[src/rtl/alu_cmd_issue_if.sv]
// Command and response handshake bundle for the ALU issue stage.
// The producer/consumer side takes the master modport; the issue stage takes the slave modport.
interface alu_cmd_issue_if #(
  parameter int WIDTH = 16,
  parameter int SEQW  = 8
);
  logic             cmd_valid;
  logic             cmd_ready;
  logic [WIDTH-1:0] cmd_a;
  logic [WIDTH-1:0] cmd_b;
  logic [2:0]       cmd_sel;

  logic             rsp_valid;
  logic             rsp_ready;
  logic [WIDTH-1:0] rsp_data;
  logic [2:0]       rsp_sel;
  logic             rsp_illegal;
  logic [SEQW-1:0]  rsp_seq;

  modport master (
    output cmd_valid, cmd_a, cmd_b, cmd_sel, rsp_ready,
    input  cmd_ready, rsp_valid, rsp_data, rsp_sel, rsp_illegal, rsp_seq
  );

  modport slave (
    input  cmd_valid, cmd_a, cmd_b, cmd_sel, rsp_ready,
    output cmd_ready, rsp_valid, rsp_data, rsp_sel, rsp_illegal, rsp_seq
  );
endinterface

[src/rtl/alu_cmd_issue.sv]
// Command FIFO in front of the combinational ALU and a registered response slot behind it.
// The FIFO head drives the ALU; its result is captured into the slot whenever the slot can take it.
module alu_cmd_issue #(
  parameter int DEPTH = 4,
  parameter int WIDTH = 16,
  parameter int SEQW  = 8
) (
  input  logic                    clk,
  input  logic                    rst,
  alu_cmd_issue_if.slave          io,
  output logic [WIDTH-1:0]        alu_a,
  output logic [WIDTH-1:0]        alu_b,
  output logic [2:0]              alu_sel,
  input  logic [WIDTH-1:0]        alu_out,
  output logic [$clog2(DEPTH):0]  count
);

  localparam int AW = $clog2(DEPTH);
  localparam int CW = AW + 1;

  typedef struct packed {
    logic [WIDTH-1:0] a;
    logic [WIDTH-1:0] b;
    logic [2:0]       sel;
  } entry_t;

  entry_t           mem_q [DEPTH];
  entry_t           mem_d [DEPTH];
  logic [AW-1:0]    wr_ptr_q, wr_ptr_d;
  logic [AW-1:0]    rd_ptr_q, rd_ptr_d;
  logic [CW-1:0]    count_q, count_d;
  logic [SEQW-1:0]  seq_q, seq_d;
  logic             rsp_valid_q, rsp_valid_d;
  logic [WIDTH-1:0] rsp_data_q, rsp_data_d;
  logic [2:0]       rsp_sel_q, rsp_sel_d;
  logic             rsp_illegal_q, rsp_illegal_d;
  logic [SEQW-1:0]  rsp_seq_q, rsp_seq_d;

  logic   full, empty, push, pop;
  entry_t head;

  // Ready ignores a same-cycle pop so rsp_ready never reaches cmd_ready combinationally.
  assign full         = (count_q == CW'(DEPTH));
  assign empty        = (count_q == '0);
  assign io.cmd_ready = !full && !rst;
  assign push         = io.cmd_valid && io.cmd_ready;
  assign pop          = !empty && (!rsp_valid_q || io.rsp_ready);
  assign head         = mem_q[rd_ptr_q];

  always_comb begin
    alu_a   = '0;
    alu_b   = '0;
    alu_sel = '0;
    if (!empty) begin
      alu_a   = head.a;
      alu_b   = head.b;
      alu_sel = head.sel;
    end
  end

  always_comb begin
    mem_d    = mem_q;
    wr_ptr_d = wr_ptr_q;
    rd_ptr_d = rd_ptr_q;
    count_d  = count_q;
    if (push) begin
      mem_d[wr_ptr_q] = '{a: io.cmd_a, b: io.cmd_b, sel: io.cmd_sel};
      wr_ptr_d        = wr_ptr_q + AW'(1);
    end
    if (pop) begin
      rd_ptr_d = rd_ptr_q + AW'(1);
    end
    case ({push, pop})
      2'b10:   count_d = count_q + CW'(1);
      2'b01:   count_d = count_q - CW'(1);
      default: count_d = count_q;
    endcase
  end

  // Illegal opcodes flow through like any other; the ALU already returns zero for them.
  always_comb begin
    seq_d         = seq_q;
    rsp_valid_d   = rsp_valid_q;
    rsp_data_d    = rsp_data_q;
    rsp_sel_d     = rsp_sel_q;
    rsp_illegal_d = rsp_illegal_q;
    rsp_seq_d     = rsp_seq_q;
    if (pop) begin
      rsp_valid_d   = 1'b1;
      rsp_data_d    = alu_out;
      rsp_sel_d     = head.sel;
      rsp_illegal_d = (head.sel >= 3'b101);
      rsp_seq_d     = seq_q;
      seq_d         = seq_q + SEQW'(1);
    end else if (rsp_valid_q && io.rsp_ready) begin
      rsp_valid_d = 1'b0;
    end
  end

  always_ff @(posedge clk) begin
    if (rst) begin
      wr_ptr_q      <= '0;
      rd_ptr_q      <= '0;
      count_q       <= '0;
      seq_q         <= '0;
      rsp_valid_q   <= 1'b0;
      rsp_data_q    <= '0;
      rsp_sel_q     <= '0;
      rsp_illegal_q <= 1'b0;
      rsp_seq_q     <= '0;
    end else begin
      wr_ptr_q      <= wr_ptr_d;
      rd_ptr_q      <= rd_ptr_d;
      count_q       <= count_d;
      seq_q         <= seq_d;
      rsp_valid_q   <= rsp_valid_d;
      rsp_data_q    <= rsp_data_d;
      rsp_sel_q     <= rsp_sel_d;
      rsp_illegal_q <= rsp_illegal_d;
      rsp_seq_q     <= rsp_seq_d;
    end
  end

  always_ff @(posedge clk) begin
    mem_q <= mem_d;
  end

  assign io.rsp_valid   = rsp_valid_q;
  assign io.rsp_data    = rsp_data_q;
  assign io.rsp_sel     = rsp_sel_q;
  assign io.rsp_illegal = rsp_illegal_q;
  assign io.rsp_seq     = rsp_seq_q;
  assign count          = count_q;

endmodule

[src/flat_wrapper.sv]
// flat-port wrapper written by rule: the top's interface ports become plain ports
module alu_cmd_issue_flat 
#(
  parameter int DEPTH = 4,
  parameter int WIDTH = 16,
  parameter int SEQW  = 8
)
  (clk, rst, alu_a, alu_b, alu_sel, alu_out, count, io_cmd_valid, io_cmd_a, io_cmd_b, io_cmd_sel, io_rsp_ready, io_cmd_ready, io_rsp_valid, io_rsp_data, io_rsp_sel, io_rsp_illegal, io_rsp_seq);
  alu_cmd_issue_if #(.WIDTH(WIDTH), .SEQW(SEQW)) io_i ();
  input  logic clk;
  input  logic rst;
  output logic [WIDTH-1:0] alu_a;
  output logic [WIDTH-1:0] alu_b;
  output logic [2:0] alu_sel;
  input  logic [WIDTH-1:0] alu_out;
  output logic [$clog2(DEPTH):0] count;
  input wire logic [$bits(io_i.cmd_valid)-1:0] io_cmd_valid;
  input wire logic [$bits(io_i.cmd_a)-1:0] io_cmd_a;
  input wire logic [$bits(io_i.cmd_b)-1:0] io_cmd_b;
  input wire logic [$bits(io_i.cmd_sel)-1:0] io_cmd_sel;
  input wire logic [$bits(io_i.rsp_ready)-1:0] io_rsp_ready;
  output wire logic [$bits(io_i.cmd_ready)-1:0] io_cmd_ready;
  output wire logic [$bits(io_i.rsp_valid)-1:0] io_rsp_valid;
  output wire logic [$bits(io_i.rsp_data)-1:0] io_rsp_data;
  output wire logic [$bits(io_i.rsp_sel)-1:0] io_rsp_sel;
  output wire logic [$bits(io_i.rsp_illegal)-1:0] io_rsp_illegal;
  output wire logic [$bits(io_i.rsp_seq)-1:0] io_rsp_seq;
  assign io_i.cmd_valid = io_cmd_valid;
  assign io_i.cmd_a = io_cmd_a;
  assign io_i.cmd_b = io_cmd_b;
  assign io_i.cmd_sel = io_cmd_sel;
  assign io_i.rsp_ready = io_rsp_ready;
  assign io_cmd_ready = io_i.cmd_ready;
  assign io_rsp_valid = io_i.rsp_valid;
  assign io_rsp_data = io_i.rsp_data;
  assign io_rsp_sel = io_i.rsp_sel;
  assign io_rsp_illegal = io_i.rsp_illegal;
  assign io_rsp_seq = io_i.rsp_seq;
  alu_cmd_issue #(.DEPTH(DEPTH), .WIDTH(WIDTH), .SEQW(SEQW)) u_core (.clk(clk), .rst(rst), .io(io_i), .alu_a(alu_a), .alu_b(alu_b), .alu_sel(alu_sel), .alu_out(alu_out), .count(count));
endmodule
[config.mk]
export PLATFORM = sky130hd
export DESIGN_NAME = alu_cmd_issue_flat
export DESIGN_NICKNAME = d
export VERILOG_FILES = /design/src/rtl/alu_cmd_issue_if.sv /design/src/rtl/alu_cmd_issue.sv /design/src/flat_wrapper.sv
export SDC_FILE = /design/constraint.sdc
export NUM_CORES = 1
export LEC_CHECK = 0
export ABC_AREA = 1
export ABC_CLOCK_PERIOD_IN_PS = 3620
export CAP_MARGIN = 5
export CORE_MARGIN = 4
export CORE_UTILIZATION = 50
export DETAILED_ROUTE_END_ITERATION = 10
export HOLD_SLACK_MARGIN = 0.02
export PLACE_DENSITY_LB_ADDON = 0.3
export REMOVE_ABC_BUFFERS = 1
export SLEW_MARGIN = 20
export SYNTH_ARGS = -nofsm -noshare
export SYNTH_HDL_FRONTEND = slang
export SYNTH_SLANG_ARGS = --single-unit
[constraint.sdc]
create_clock -name clk -period 3.62 [get_ports clk]
set_input_delay 0.362 -clock clk [delete_from_list [all_inputs] [get_ports clk]]
set_output_delay 0.362 -clock clk [all_outputs]
set_load 0.005 [all_outputs]
# --- Yosys cells after proc, flatten, opt, wreduce, memory -nomap -nowiden ---
# Cells that the tools add are included.
classes:
  n_addsub: 5
  n_lt_le_gt_ge: 4
  n_eq_ne: 3
  n_mux: 12
  bitwise: 2
  n_reduce_logical: 13
op_table:
  columns: ["operator", "n"]
  rows:
  - ["$bwmux 140", 1]
  - ["$mux 35", 3]
  - ["$bmux 35 s2", 1]
  - ["$demux 35 s2", 1]
  - ["$mux 16", 2]
  - ["$ge 3x3->1 const B", 3]
  - ["$add 8x1->8 const B", 1]
  - ["$not 2->3", 2]
  - ["$pmux 3 s2", 1]
  - ["$logic_and 1x1->1", 5]
  - ["$add 2x1->2 const B", 2]
  - ["$logic_not 1->1", 4]
  - ["$reduce_bool 2->1", 2]
  - ["$add 3x1->3 const B", 1]
  - ["$eq 3x3->1 const B", 1]
  - ["$logic_not 3->1", 1]
  - ["$lt 3x1->1 const B", 1]
  - ["$mux 3", 1]
  - ["$sub 3x1->3 const B", 1]
  - ["$eq 2x1->1 const B", 1]
  - ["$eq 2x2->1 const B", 1]
  - ["$mux 1", 2]
  - ["$logic_or 1x1->1", 1]
word_totals:
  regBits: 184
  input_bits: 55
  output_inout_bits: 68
  wordCells: 60

# --- Longest topological paths before layout ---
# Gate-level depths: netlist (run 1).
depth:
  word_depth: 6
  mapped_depth: 13
  depth_no_buf: 12

# --- Least setup slack after synthesis (run 1) ---
# OpenSTA, ideal clock, no wires.
synth_timing:
  path_type: "input to register"
  from: "input port rst"
  to: "register u_core.mem_q[0] (netlist bit) (enable)"
  setup_ps: 427
  t_arrival_ps: 2231
  required_time_ps: 3193
  setup_slack_ps: 962
  stages: 4
  n_path_buf: 1
  path_cell_list: "buf_2 > inv_2 > nand3_2 > nor2_1"
synth_via:
  elab_chain_cells: 3
synth_rtl:
  columns: ["element", "line", "rtl"]
  rows:
  - ["start, declared", "flat_wrapper.sv:11", "input logic rst;"]
  - ["$logic_not 1->1", "alu_cmd_issue.sv:45", "assign io.cmd_ready = !full && !rst;"]
  - ["$logic_and 1x1->1", "alu_cmd_issue.sv:45", null]
  - ["$logic_and 1x1->1", "alu_cmd_issue.sv:46", "assign push = io.cmd_valid && io.cmd_ready;"]
  - ["end signal, assigned", "alu_cmd_issue.sv:125", "mem_q <= mem_d;"]
  - ["end, declared", "alu_cmd_issue.sv:27", "entry_t mem_q [DEPTH];"]
# No other way between the ends.
# A chain may end at the register's enable or synchronous reset.

# --- Worst setup path in the final report (run 1) ---
layout_timing:
  from: "register u_core.rd_ptr_q[0]"
  to: "output port alu_b[7]"
layout_via:
  elab_chain_cells: 5
layout_rtl:
  columns: ["element", "line", "rtl"]
  rows:
  - ["start, declared", "alu_cmd_issue.sv:30", "logic [AW-1:0] rd_ptr_q, rd_ptr_d;"]
  - ["start signal, assigned", "alu_cmd_issue.sv:113", "rd_ptr_q <= rd_ptr_d;"]
  - ["$not 2->3 (not written as such)", "alu_cmd_issue.sv:48", "assign head = mem_q[rd_ptr_q];"]
  - ["$bmux 35 s2", "alu_cmd_issue.sv:48", null]
  - ["$mux 35 (not written as such) (2 in series)", "alu_cmd_issue.sv:48", null]
  - ["$mux 16", "alu_cmd_issue.sv:54", "if (!empty) begin"]
  - ["end, declared", "flat_wrapper.sv:13", "output logic [WIDTH-1:0] alu_b;"]
# No other way between the ends. The select of a mux whose other input is x is not followed.

==> results.cfg, run 1 <==
[synthesis]
syn_area_sq_um = 7250
synth.avg_cell_area_sq_um = 11.2
ys_top_cells_by_count = 181 x nor2_1, 140 x edfxtp_1, 88 x o21ai_0
synth_top_area_share_pct = 58.0
netlist_instances = 647
yosysUniqueCellTypes = 28
ys_ff_latch = 184
synth_area_leaders = edfxtp_1 58%, dfxtp_1 12%, nor2_1 9.4%
synth_most_common_cell = nor2_1
ys.flop_type = edfxtp_1
yosys.area.top_type = edfxtp_1
async_flop_share_pct = 0
synth_sequential_area_ratio_pct = 70.2
yosysWarningCount = 0
synth_edf_count = 140

[clock_network]
cts.path.max_buffers = 2
post_cts_buffers = 0
post_cts_resized = 0
cts_buffers = 17
cts_root_buffer = clkbuf_16
clk_pin_slew_worst_paths_ns = 0.06
cts_hold_buf = 0
clock-sinks = 184
insertion_delay_ns = 0.42
cts_tree = built
htreeDepth = 4

[floorplan]
design.die.area_sq_um = 16500
core_area_sq_um = 14000
dieHeight_microns = 128
io_pins = 123
row_count = 43
die_x_microns = 128
start_util_pct = 51.6

[flow_run]
maxCapViolCount = 0

[drt]
drtAntennaViolNets = 0
via_count = 5019
wl_per_cell_microns = 16.2
drt-initial-drc-count = 423
drt-vias-per-instance = 5.27
drc = 0
wl_microns = 15500
first_pass_iters = 5

[min_path]
hold_path_class = reg2reg

[grt]
gr-total-overflow = 0
grt_pass1_wl_microns = 24800
grt_use_total_pct = 19.4
grt_max_degree = 73
grt_antenna_before_repair = 0
grt_pass1_vias = 5053

[layout]
postLayoutCoreUtil_pct = 64.9
drive_gt1_share_pct = 7.12
nets = 823
area_growth_pct = 25.7
antennaDiodeCount = 0

[setup_path]
startpoint_type = flop
critPathMaxFanout = 33
critPathKind = reg2out
r2r_setup_slack_ns = 1.47
required_ns = 3.26
end_kind = output port
arrival_ns = 2.61

[sta]
fmax_mhz = 337
hold_viol = 0
rsz0062_at_grt = false
finalCritPeriodShare_pct = 82.1
tightest_slew_ns = 0.847
fin_skew_ns = 0.00657
finalSetupViolCount = 0
period_minus_slack_ns = 2.97
relSlewSlack_pct = 43.4
maxSlewViolCount = 0
setup_tns_ns = 0

[placement]
port_buffers = 122
dp.final_hpwl_microns = 9860
place_congestion = 0.768

[status]
outcome = completed

[power]
power.density_nw_per_um2 = 768
ir_worst_vdd_mv = 0.695
p_leak_uw = 0.00320
## state kept, by name, indices dropped and copies added, names as in the netlist
signal	count
u_core.wr_ptr_q	2
u_core.io.rsp_valid	1
u_core.rd_ptr_q	2
u_core.mem_q	140
u_core.io.rsp_data	16
u_core.io.rsp_illegal	1
u_core.seq_q	8
u_core.count	3
u_core.io.rsp_sel	3
u_core.io.rsp_seq	8
## final timing paths
kind / from / endpoint / depth (start not counted)
setup / recovery: u_core.rd_ptr_q[0] / alu_b[7] / 6
hold / removal: u_core.seq_q[7] / u_core.io.rsp_seq[7] / 2
setup reg to reg: u_core.count[1] / u_core.mem_q[114] / 5
hold reg to reg: u_core.seq_q[7] / u_core.io.rsp_seq[7] / 2
## cell usage in the layout (no fill, tap or decap), drive strengths merged
cell type and n:
inv 25, clkbuf 20, edfxtp 140, nor3 1, nand2 40, nand4 1
buf 10, clkinv 6, ha 6, nor2 183, nor3b 1, bufinv 2
a21oi 55, dfxtp 44, and3 1, o21ai 98, clkdlybuf4s50 122, nand3 14
fa 1, clkinvlp 3
## critical path: stages (launching register included)
cell and delay [ns]:
dfxtp_2 0.76, buf_4 0.37, nor2_1 0.09, nor2_1 0.08, o21ai_0 0.09, a21oi_1 0.24
clkdlybuf4s50_1 0.55
## routing by layer
metal  share of wire [%]  GRT usage [%]
met3                 4.8           4.86
met1                  42           23.7
met4                 1.3           6.49
met5                   0              0
met2                  52           33.7
## cells by family after synthesis
family / Yosys count / share of synthesized area [%]
AND/OR/NAND/NOR: 241 / 13.2
flip-flops: 184 / 70.2
AO/OA/AOI/OAI: 153 / 10.7
buffers and inverters: 62 / 4.63
adder cells (fa/ha/maj): 7 / 1.31
## final cells by class
type / instances / area [sq um]
Inverter: 25 / 98.8
Clock inverter: 11 / 108
Clock buffer: 20 / 437
Tap cell: 180 / 225
Timing Repair Buffer: 132 / 1300
Fill cell: 1028 / 4930
Multi-Input combinational cell: 401 / 1860
Sequential cell: 184 / 5090
## report_power, final
part | total, uW | switching [uW] | internal, uW
sequential | 2680 | 163 | 2520
clock | 1710 | 709 | 999
combinational | 2600 | 1400 | 1210
## through the flow
step	instances	hold WS (ns)	setup WS [ns]	total power (uW)	instance area [sq um]
global placement	922	0.465	0.974	5300	8560
finish	953	0.479	0.649	6990	9110
global route	953	0.516	0.473	7440	9110
floorplan	610	0.424	0.847	3940	7010
detailed placement	922	0.474	0.909	5360	8560
CTS	953	0.482	0.633	7070	9110
No activity file was read; power rests on OpenSTA's default activity.
==> run 2, diff against run 1 <==
--- a/config.mk
+++ b/config.mk
@@ -6,10 +6,10 @@
 export NUM_CORES = 1
 export LEC_CHECK = 0
 export ABC_AREA = 1
-export ABC_CLOCK_PERIOD_IN_PS = 3620
+export ABC_CLOCK_PERIOD_IN_PS = 2500
 export CAP_MARGIN = 5
 export CORE_MARGIN = 4
-export CORE_UTILIZATION = 50
+export CORE_UTILIZATION = 48
 export DETAILED_ROUTE_END_ITERATION = 10
 export HOLD_SLACK_MARGIN = 0.02
 export PLACE_DENSITY_LB_ADDON = 0.3
==> constraint.sdc (replaced) <==
create_clock -name clk -period 2.5 [get_ports clk]
set_input_delay 0.25 -clock clk [delete_from_list [all_inputs] [get_ports clk]]
set_output_delay 0.25 -clock clk [all_outputs]
set_load 0.005 [all_outputs]
==> run 2 against run 1 <==
Effect of this change:
- wire length up 2.4%
- register-to-register slack worse by 0.80 ns
- total power up 48%
- sequential power up 43%
- design area up 1.7%
- die area up 3.9%
- sequential share of layout area down 0.91 points
- critical path type unchanged
- largest cell class unchanged
==> results.cfg, run 2 (synthesis gave the netlist of run 1 again) <==
[layout]
antennaDiodeCount = 0
nets = 837
largest_reg_flops = 140
drive_gt1_share_pct = 8.76
layout_common_cells = 177 x nor2_1, 140 x edfxtp_1, 122 x clkdlybuf4s50_1
top_register = u_core.mem_q
area_growth_pct = 27.8
fin_area_sq_um = 9260
final_common_cell = nor2_1
multi_input_area_sq_um = 1860
fill_cells = 1149
regArea_sq_um = 5090

[grt]
grt_antenna_before_repair = 1
grt_use_total_pct = 18.8
grt_pass1_wl_microns = 24600
gr-total-overflow = 0
grt_max_degree = 44
grt_pass1_vias = 4872

[power]
ir_worst_vdd_mv = 0.933
clockPowerShare_pct = 23.8
finalPower_uw = 10300
p_leak_uw = 0.00328
p_seq_share_pct = 37.1
p_sw_share_pct = 32.4
p_sw_uw = 3360
p_comb_share_pct = 39.0
power.density_nw_per_um2 = 1120
power.internal_uw = 6990

[clock_network]
cts_root_buffer = clkbuf_16
insertion_delay_ns = 0.42
clk_pin_slew_worst_paths_ns = 0.06
clock-sinks = 184
cts_buffers = 17
cts_tree = built
htreeDepth = 4
cts_hold_buf = 0
cts.path.max_buffers = 2

[drt]
via_count = 5065
drt-vias-per-instance = 5.21
drtAntennaViolNets = 0
first_pass_iters = 5
wl_per_cell_microns = 16.3
wl_microns = 15800
drt-initial-drc-count = 463
drc = 0

[placement]
port_buffers = 122
dpl_cell_area_sq_um = 8700
dp.final_hpwl_microns = 10200
place_congestion = 0.767

[flow_run]
maxCapViolCount = 0

[sta]
hold_viol = 0
tightest_slew_ns = 0.411
finalSetupViolCount = 0
relSlewSlack_pct = 72.6
setup_tns_ns = 0
maxSlewViolCount = 0
rsz0062_at_grt = true
fin_skew_ns = 0.00862
period_minus_slack_ns = 2.40
fmax_mhz = 417
finalCritPeriodShare_pct = 95.9

[setup_path]
arrival_ns = 2.15
cp_slowest_stage_delay_ns = 0.55
r2r_setup_slack_ns = 0.67
cp_cell_sequence = inv_8 > buf_4 > o21ai_0 > a21oi_1 > clkdlybuf4s50_1
crit_slowest_cell = clkdlybuf4s50_1
cp_num_buf_inv = 3
critPathKind = reg2out
startpoint_type = flop
worst_r2r_path_depth = 11
critPathMaxFanout = 41
reg2reg_to = u_core.count[2]
timing.rr.start = u_core.count[1]
cp-startpoint = u_core.rd_ptr_q[0]
required_ns = 2.25
cp_top_family = buffers and inverters
end_kind = output port

[floorplan]
io_pins = 123
start_util_pct = 49.5
dieHeight_microns = 131
core_area_sq_um = 14600
die_x_microns = 131
row_count = 44
design.die.area_sq_um = 17100

[min_path]
hold-path-endpoint = u_core.io.rsp_data[1]
holdPathStages = 3
hold_start = alu_out[1]
hold_path_class = in2reg

[status]
outcome = completed
==> run 2: cell types whose count changed in the layout (fill, tap and decap cells not counted), sizes merged <==
cell,before,now
clkinv,6,8
clkinvlp,3,2
buf,10,24
==> run 2: how the worst max path moves through the flow <==
| stage | to | slack, ns | cells past startpoint |
|---|---|---|---|
| finish | alu_b[9] | 0.10 | 5 |
| global route | alu_a[1] | -0.02 | 5 |
| CTS | alu_a[5] | 0.02 | 6 |
| detailed placement | u_core.count[2] | 0.38 | 12 |
| global placement | u_core.count[2] | 0.42 | 12 |
| floorplan | u_core.mem_q[0] | -0.16 | 3 |
==> run 2: tightest hold or removal path, delay by kind of cell <==
kind / cells / cell delay [ns]
AO/OA/AOI/OAI: 1 / 0.15
buffers and inverters: 1 / 0.39
AND/OR/NAND/NOR: 1 / 0.04
==> run 2: per-layer routing <==
| metal | up-vias | share of wire, % | GRT usage, % |
|---|---|---|---|
| li1 | 2473 | - | - |
| met5 | - | 0.12 | 0 |
| met2 | 165 | 52 | 31.9 |
| met3 | 26 | 5.8 | 4.59 |
| met4 | 2 | 1.8 | 6.84 |
| met1 | 2399 | 41 | 23.7 |
==> run 2: final cells by class <==
class | instances | area share (%)
sequential | 184 | 55.0
multi-input combinational | 401 | 20.0
timing repair buffer | 146 | 15.5
clock buffer | 20 | 4.71
clock inverter | 12 | 1.18
tap | 184 | 2.49
inverter | 25 | 1.12
==> run 2: repair_timing <==
item                       CTS  global route
pin swaps                    0             0
setup endpoints to repair    5            25
resized for setup            2             4
setup buffers                0             0
hold endpoints to repair     0             0
cloned                       0             0
==> run 2: power by group through the flow <==
stage	registers [uW]	clock network, uW	logic, uW
CTS	3830	2510	4090
detailed placement	3890	0	4050
global placement	3870	0	3970
global route	3880	2670	4480
finish	3840	2470	4040
floorplan	4000	0	1700
==> run 2: through the flow <==
step                      hold WS (ns)  std cells  utilization [%]  setup WS (ns)
after floorplan                  0.312        610                -         -0.161
after detailed placement         0.472        940             59.4          0.379
final                            0.454        972             63.3          0.103
after global placement           0.465        940             59.4          0.417
after global routing             0.465        972             63.3        -0.0213
after CTS                        0.440        972             63.2         0.0230
==> RTL change 1 (config.mk and constraints of run 1) <==
`SEQW` is set to 8 in 3 places; all go to 16.
--- a/src/rtl/alu_cmd_issue_if.sv
+++ b/src/rtl/alu_cmd_issue_if.sv
@@ -2,7 +2,7 @@
 // The producer/consumer side takes the master modport; the issue stage takes the slave modport.
 interface alu_cmd_issue_if #(
   parameter int WIDTH = 16,
-  parameter int SEQW  = 8
+  parameter int SEQW  = 16
 );
   logic             cmd_valid;
   logic             cmd_ready;
--- a/src/rtl/alu_cmd_issue.sv
+++ b/src/rtl/alu_cmd_issue.sv
@@ -3,7 +3,7 @@
 module alu_cmd_issue #(
   parameter int DEPTH = 4,
   parameter int WIDTH = 16,
-  parameter int SEQW  = 8
+  parameter int SEQW  = 16
 ) (
   input  logic                    clk,
   input  logic                    rst,
--- a/src/flat_wrapper.sv
+++ b/src/flat_wrapper.sv
@@ -3,7 +3,7 @@
 #(
   parameter int DEPTH = 4,
   parameter int WIDTH = 16,
-  parameter int SEQW  = 8
+  parameter int SEQW  = 16
 )
   (clk, rst, alu_a, alu_b, alu_sel, alu_out, count, io_cmd_valid, io_cmd_a, io_cmd_b, io_cmd_sel, io_rsp_ready, io_cmd_ready, io_rsp_valid, io_rsp_data, io_rsp_sel, io_rsp_illegal, io_rsp_seq);
   alu_cmd_issue_if #(.WIDTH(WIDTH), .SEQW(SEQW)) io_i ();
Ports: changed (resized io_rsp_seq); port bits go from 123 to 131. The function was not compared with the original's and may differ.
==> RTL change 1 against run 1 <==
  * Combinational power decreased by 11%
  * Worst setup slack better by 34 ps
  * Wire length rose by 11%
  * Register-to-register slack got worse by 140 ps
  * Synthesized area up 9.5%
  * Cell area up 9.6%
  * Count of clock-buffer cells in the layout fell by 2
  * Total power is 0.67% lower
  * Via count rose by 13%
  * Sequential power increased by 4%
  * Sequential cell count grew 16
  * Critical endpoint is now alu_b[1]
  * Largest cell class unchanged
  * Highest routed layer unchanged
==> RTL change 1: results (changes against run 1) <==
number of port buffers 130 (+6.6%); hold endpoint u_core.io.rsp_sel[2]; worst-case reg-to-reg path depth 10 (+5); peak supply drop 560 uV (-19%); status finished, final reports clean; Routed wire per std cell 15.6 um (-3.7%); leading post-synthesis cells by cell area edfxtp_1, dfxtp_1, nor2_1, o21ai_0, a21oi_1; clk root buf clkbuf_16; clk_lat worst skew roughly 430 ps; leakage dissipation 3.48 nW (+8.8%); CTS HTree Levels 4 (unchanged); Placer Congestion 0.799 (+4.0%); DRT Wirelength 17.2 mm (+11%); metal2 WL 8.32 mm (+4.4%); CTS max path bufs 2 (unchanged); Reg clk slew, reported paths 70 ps; synth unique cells 27 (-3.6%); fill count 1221 (+19%); Reg2Reg Setup Slack 1330 ps (-140 ps); Hold Worst Slack 477 ps (-2.12 ps); nets 938 (+14%); largest net degree at the start of global routing 74 (+1.4%); WL met3 997 um (+33%); CP Max Fanout 71 (+120%); commonest cells in the netlist nor2_1, edfxtp_1, o21ai_0; Seq/Total Area, Yosys 0.681 (-0.0203); Placed Instances 1068 (+16%); hpwl dp 10.6 mm (+7.4%); Critical Path AT 2570 ps (-40 ps); wl on met1 7.66 mm (+17%); synthesized area per cell 10.5 um^2 (-6.4%); first-pass GRT wire length 27.3 mm (+10%); Worst-Margin Slew 1040 ps (+195 ps); RR Endpoint u_core.count[2]; share of layout cells above drive strength 1 0.0642 (-0.00696); via count 5667 (+13%); Post-synth top flop edfxtp_1; worst clock skew 11.6 ps (+5.06 ps); Post-synth ARST share 0 (unchanged); vias in the first global route 5413 (+7.1%); GRT Overall Usage 0.192 (-0.00185); Hold Crit Start u_core.io.rsp_sel[2]; 1st-iter DRT viols 444 (+5.0%)
==> RTL change 1: changes by cell type after synthesis, moves of 4 or more <==
| cell | delta |
|---|---|
| a21oi_1 | +13 |
| buf_6 | -4 |
| clkbuf_1 | +7 |
| dfxtp_1 | +16 |
| inv_1 | +20 |
| inv_2 | -4 |
| nand2_1 | +21 |
| nand4_1 | +5 |
| nor2_1 | +17 |
| nor3_1 | +4 |
| o21ai_0 | +15 |
==> RTL change 1: how the worst max path moves through the flow <==
stage,startpoint,endpoint,cells past startpoint
after CTS,u_core.rd_ptr_q[0],alu_sel[2],6
after global placement,rst,u_core.count[2],10
after floorplan,u_core.rd_ptr_q[0],alu_sel[0],5
after detailed placement,rst,u_core.count[2],10
after global routing,u_core.rd_ptr_q[0],alu_sel[2],6
final,u_core.rd_ptr_q[0],alu_b[1],4
==> RTL change 1: area by class of cell <==
class                      count  share of cell area
sequential                   200               0.542
multi-input combinational    476               0.221
timing repair buffer         140               0.138
clock buffer                  18              0.0430
tap                          211              0.0265
inverter                      41              0.0154
clock inverter                13              0.0145
==> RTL change 1: where the power goes <==
part / total (W) / internal (W) / switching, W
logic: 0.00231 / 0.00105 / 0.00127
clock network: 0.00184 / 0.00102 / 0.000814
registers: 0.00280 / 0.00269 / 0.000111
==> RTL change 1: kinds of logic (layout without fill, tap and decap cells) <==
| family | Yosys count | after routing | share of synthesized area |
|---|---|---|---|
| adders and majority gates | 7 | 7 | 0.0120 |
| DFF | 200 | 200 | 0.681 |
| and+or+nand+nor | 292 | 292 | 0.149 |
| buffers and inverters | 81 | 212 | 0.0442 |
| AOI/OAI and AO/OA | 177 | 177 | 0.113 |
==> RTL change 1: metal layers <==
metal | vias to the layer above | GRT usage
met3 | 16 | 0.0491
li1 | 2809 | -
met1 | 2680 | 0.261
met2 | 162 | 0.308
met5 | - | 0
met4 | 0 | 0.0560
==> RTL change 1: worst max-delay path, stage by stage (launching register included) <==
cell and delay (ps):
dfxtp_2 320, inv_2 740, o21ai_0 250, a21oi_1 260
clkdlybuf4s50_1 550
==> RTL change 1: stage by stage <==
step / setup WS [ps] / instance area (um^2) / util
after CTS: 663 / 9980 / 0.649
after floorplan: 332 / 7730 / -
final: 683 / 9980 / 0.649
after global routing: 490 / 9980 / 0.649
after global placement: 842 / 9410 / 0.612
after detailed placement: 824 / 9410 / 0.612
==> RTL change 2 (config.mk and constraints of run 1) <==
Made on the original files. Reset style: asynchronous (`rst`), changed in one clocked block.
--- a/src/rtl/alu_cmd_issue.sv
+++ b/src/rtl/alu_cmd_issue.sv
@@ -97,7 +97,7 @@
     end
   end
 
-  always_ff @(posedge clk) begin
+  always_ff @(posedge clk or posedge rst) begin
     if (rst) begin
       wr_ptr_q      <= '0;
       rd_ptr_q      <= '0;
Check against the original RTL: differs if rst is asserted again (counterexample within 4 cycles, from zero or initial values and one cycle with rst high); with rst held inactive, the same outputs for 4 cycles.
==> RTL change 2 against run 1 <==
  * Total power rose by 8.2%
  * Register-to-register slack barely moved
  * Largest cell class unchanged
  * Synthesized area is 2.1% higher
  * Sequential cell count unchanged
  * Largest power group unchanged
  * Cell area is 2.0% higher
  * Critical path depth unchanged
  * Highest routed layer unchanged
  * Hold slack lost 27 ps
  * Wire length grew 2.4%
  * Worst setup slack got worse by 210 ps
==> RTL change 2: results (changes against run 1) <==
Post-synth ARST share 0.239 (+0.239); hpwl dp 9.53 mm (-3.4%); 1st-iter DRT viols 406 (-4.0%); Critical Path End alu_b[6]; M3 GR Usage 0.0453 (-0.00323); P_clk 0.00176 W (+3%); leading post-synthesis cells by cell area edfxtp_1, dfrtp_1, nor2_1, nand2_1, o21ai_0; delay-heaviest family, CP buffers and inverters; nets 819 (-0.49%); first-pass GRT wire length 24.8 mm (about the same); peak supply drop 421 uV (-39%); worst hold path type in -> async; Comb pwr share 0.380 (+0.008); CP max-delay cell dfrtp_2; GRT Overall Usage 0.190 (-0.00325); Seq/Total Area, Yosys 0.717 (+0.0150); Switch Pwr 0.00251 W (+11%); commonest cells in the netlist nor2_1, edfxtp_1, nand2_1; leakage dissipation 3.47 nW (+8.7%); DRT Wirelength 15.8 mm (+2.4%); CP Max Fanout 42 (+27%); worst clock skew 4.38 ps (-2.19 ps); status finished, final reports clean; synth unique cells 24 (-14%); share of layout cells above drive strength 1 0.0701 (-0.00102); Worst-Margin Slew 801 ps (-45.9 ps); Critical Path AT 2820 ps (+210 ps); vias in the first global route 4981 (-1.4%); clk root buf clkbuf_16; Hold Worst Slack 452 ps (-27.3 ps); Post-Synthesis Cells 639 (-1.2%); max incr delay on CP 740 ps (-20 ps); worst-case reg-to-reg path depth 10 (+5); Final Non-Filler Cells 954 (+0.10%); met2 Use GR 0.315 (-0.0223); RR Endpoint u_core.count[2]; crit path launch u_core.rd_ptr_q[0]; met1 GRT Util 0.250 (+0.0131); critical path class reg -> out
-- RTL change 2: changes by cell type after synthesis, moves of 4 or more --
cell	delta
a21oi_1	-19
clkbuf_1	-7
dfrtp_1	+44
dfxtp_1	-44
nand2_1	+76
nor2_1	-39
o21ai_0	-27
o21ai_1	+8
xor2_1	+4
-- RTL change 2: metrics by stage --
| stage | setup WS [ps] | TNS, ps | power [W] | util | cell area [um^2] |
|---|---|---|---|---|---|
| 4_1_cts | 420 | 0 | 0.00765 | 0.639 | 9290 |
| 2_1_floorplan | -28.1 | -3930 | 0.00427 | - | 7180 |
| 5_1_grt | 279 | 0 | 0.00807 | 0.639 | 9290 |
| 3_5_place_dp | 966 | 0 | 0.00587 | 0.600 | 8730 |
| 6_report | 439 | 0 | 0.00757 | 0.639 | 9290 |
| 3_3_place_gp | 1010 | 0 | 0.00579 | 0.600 | 8730 |
-- RTL change 2: final cells by class --
| cell class | instances | share of cell area |
|---|---|---|
| Clock buffer | 18 | 0.0462 |
| Clock inverter | 14 | 0.0143 |
| Inverter | 24 | 0.0105 |
| Multi-Input combinational cell | 399 | 0.194 |
| Sequential cell | 184 | 0.571 |
| Tap cell | 184 | 0.0248 |
| Timing Repair Buffer | 131 | 0.139 |
-- RTL change 2: per-layer routing --
layer,vias up,share of wire
met4,0,0.012
met2,170,0.49
met5,-,0
met3,14,0.065
met1,2364,0.43
li1,2399,-
-- RTL change 2: cell families (layout without fill, tap and decap cells) --
group / Yosys count / after routing / synth area share
compound gates: 114 / 114 / 0.0773
xor+xnor: 5 / 5 / 0.00592
simple gates: 273 / 273 / 0.144
buf+inv: 56 / 187 / 0.0436
fa+ha+maj: 7 / 7 / 0.0128
flops: 184 / 184 / 0.717
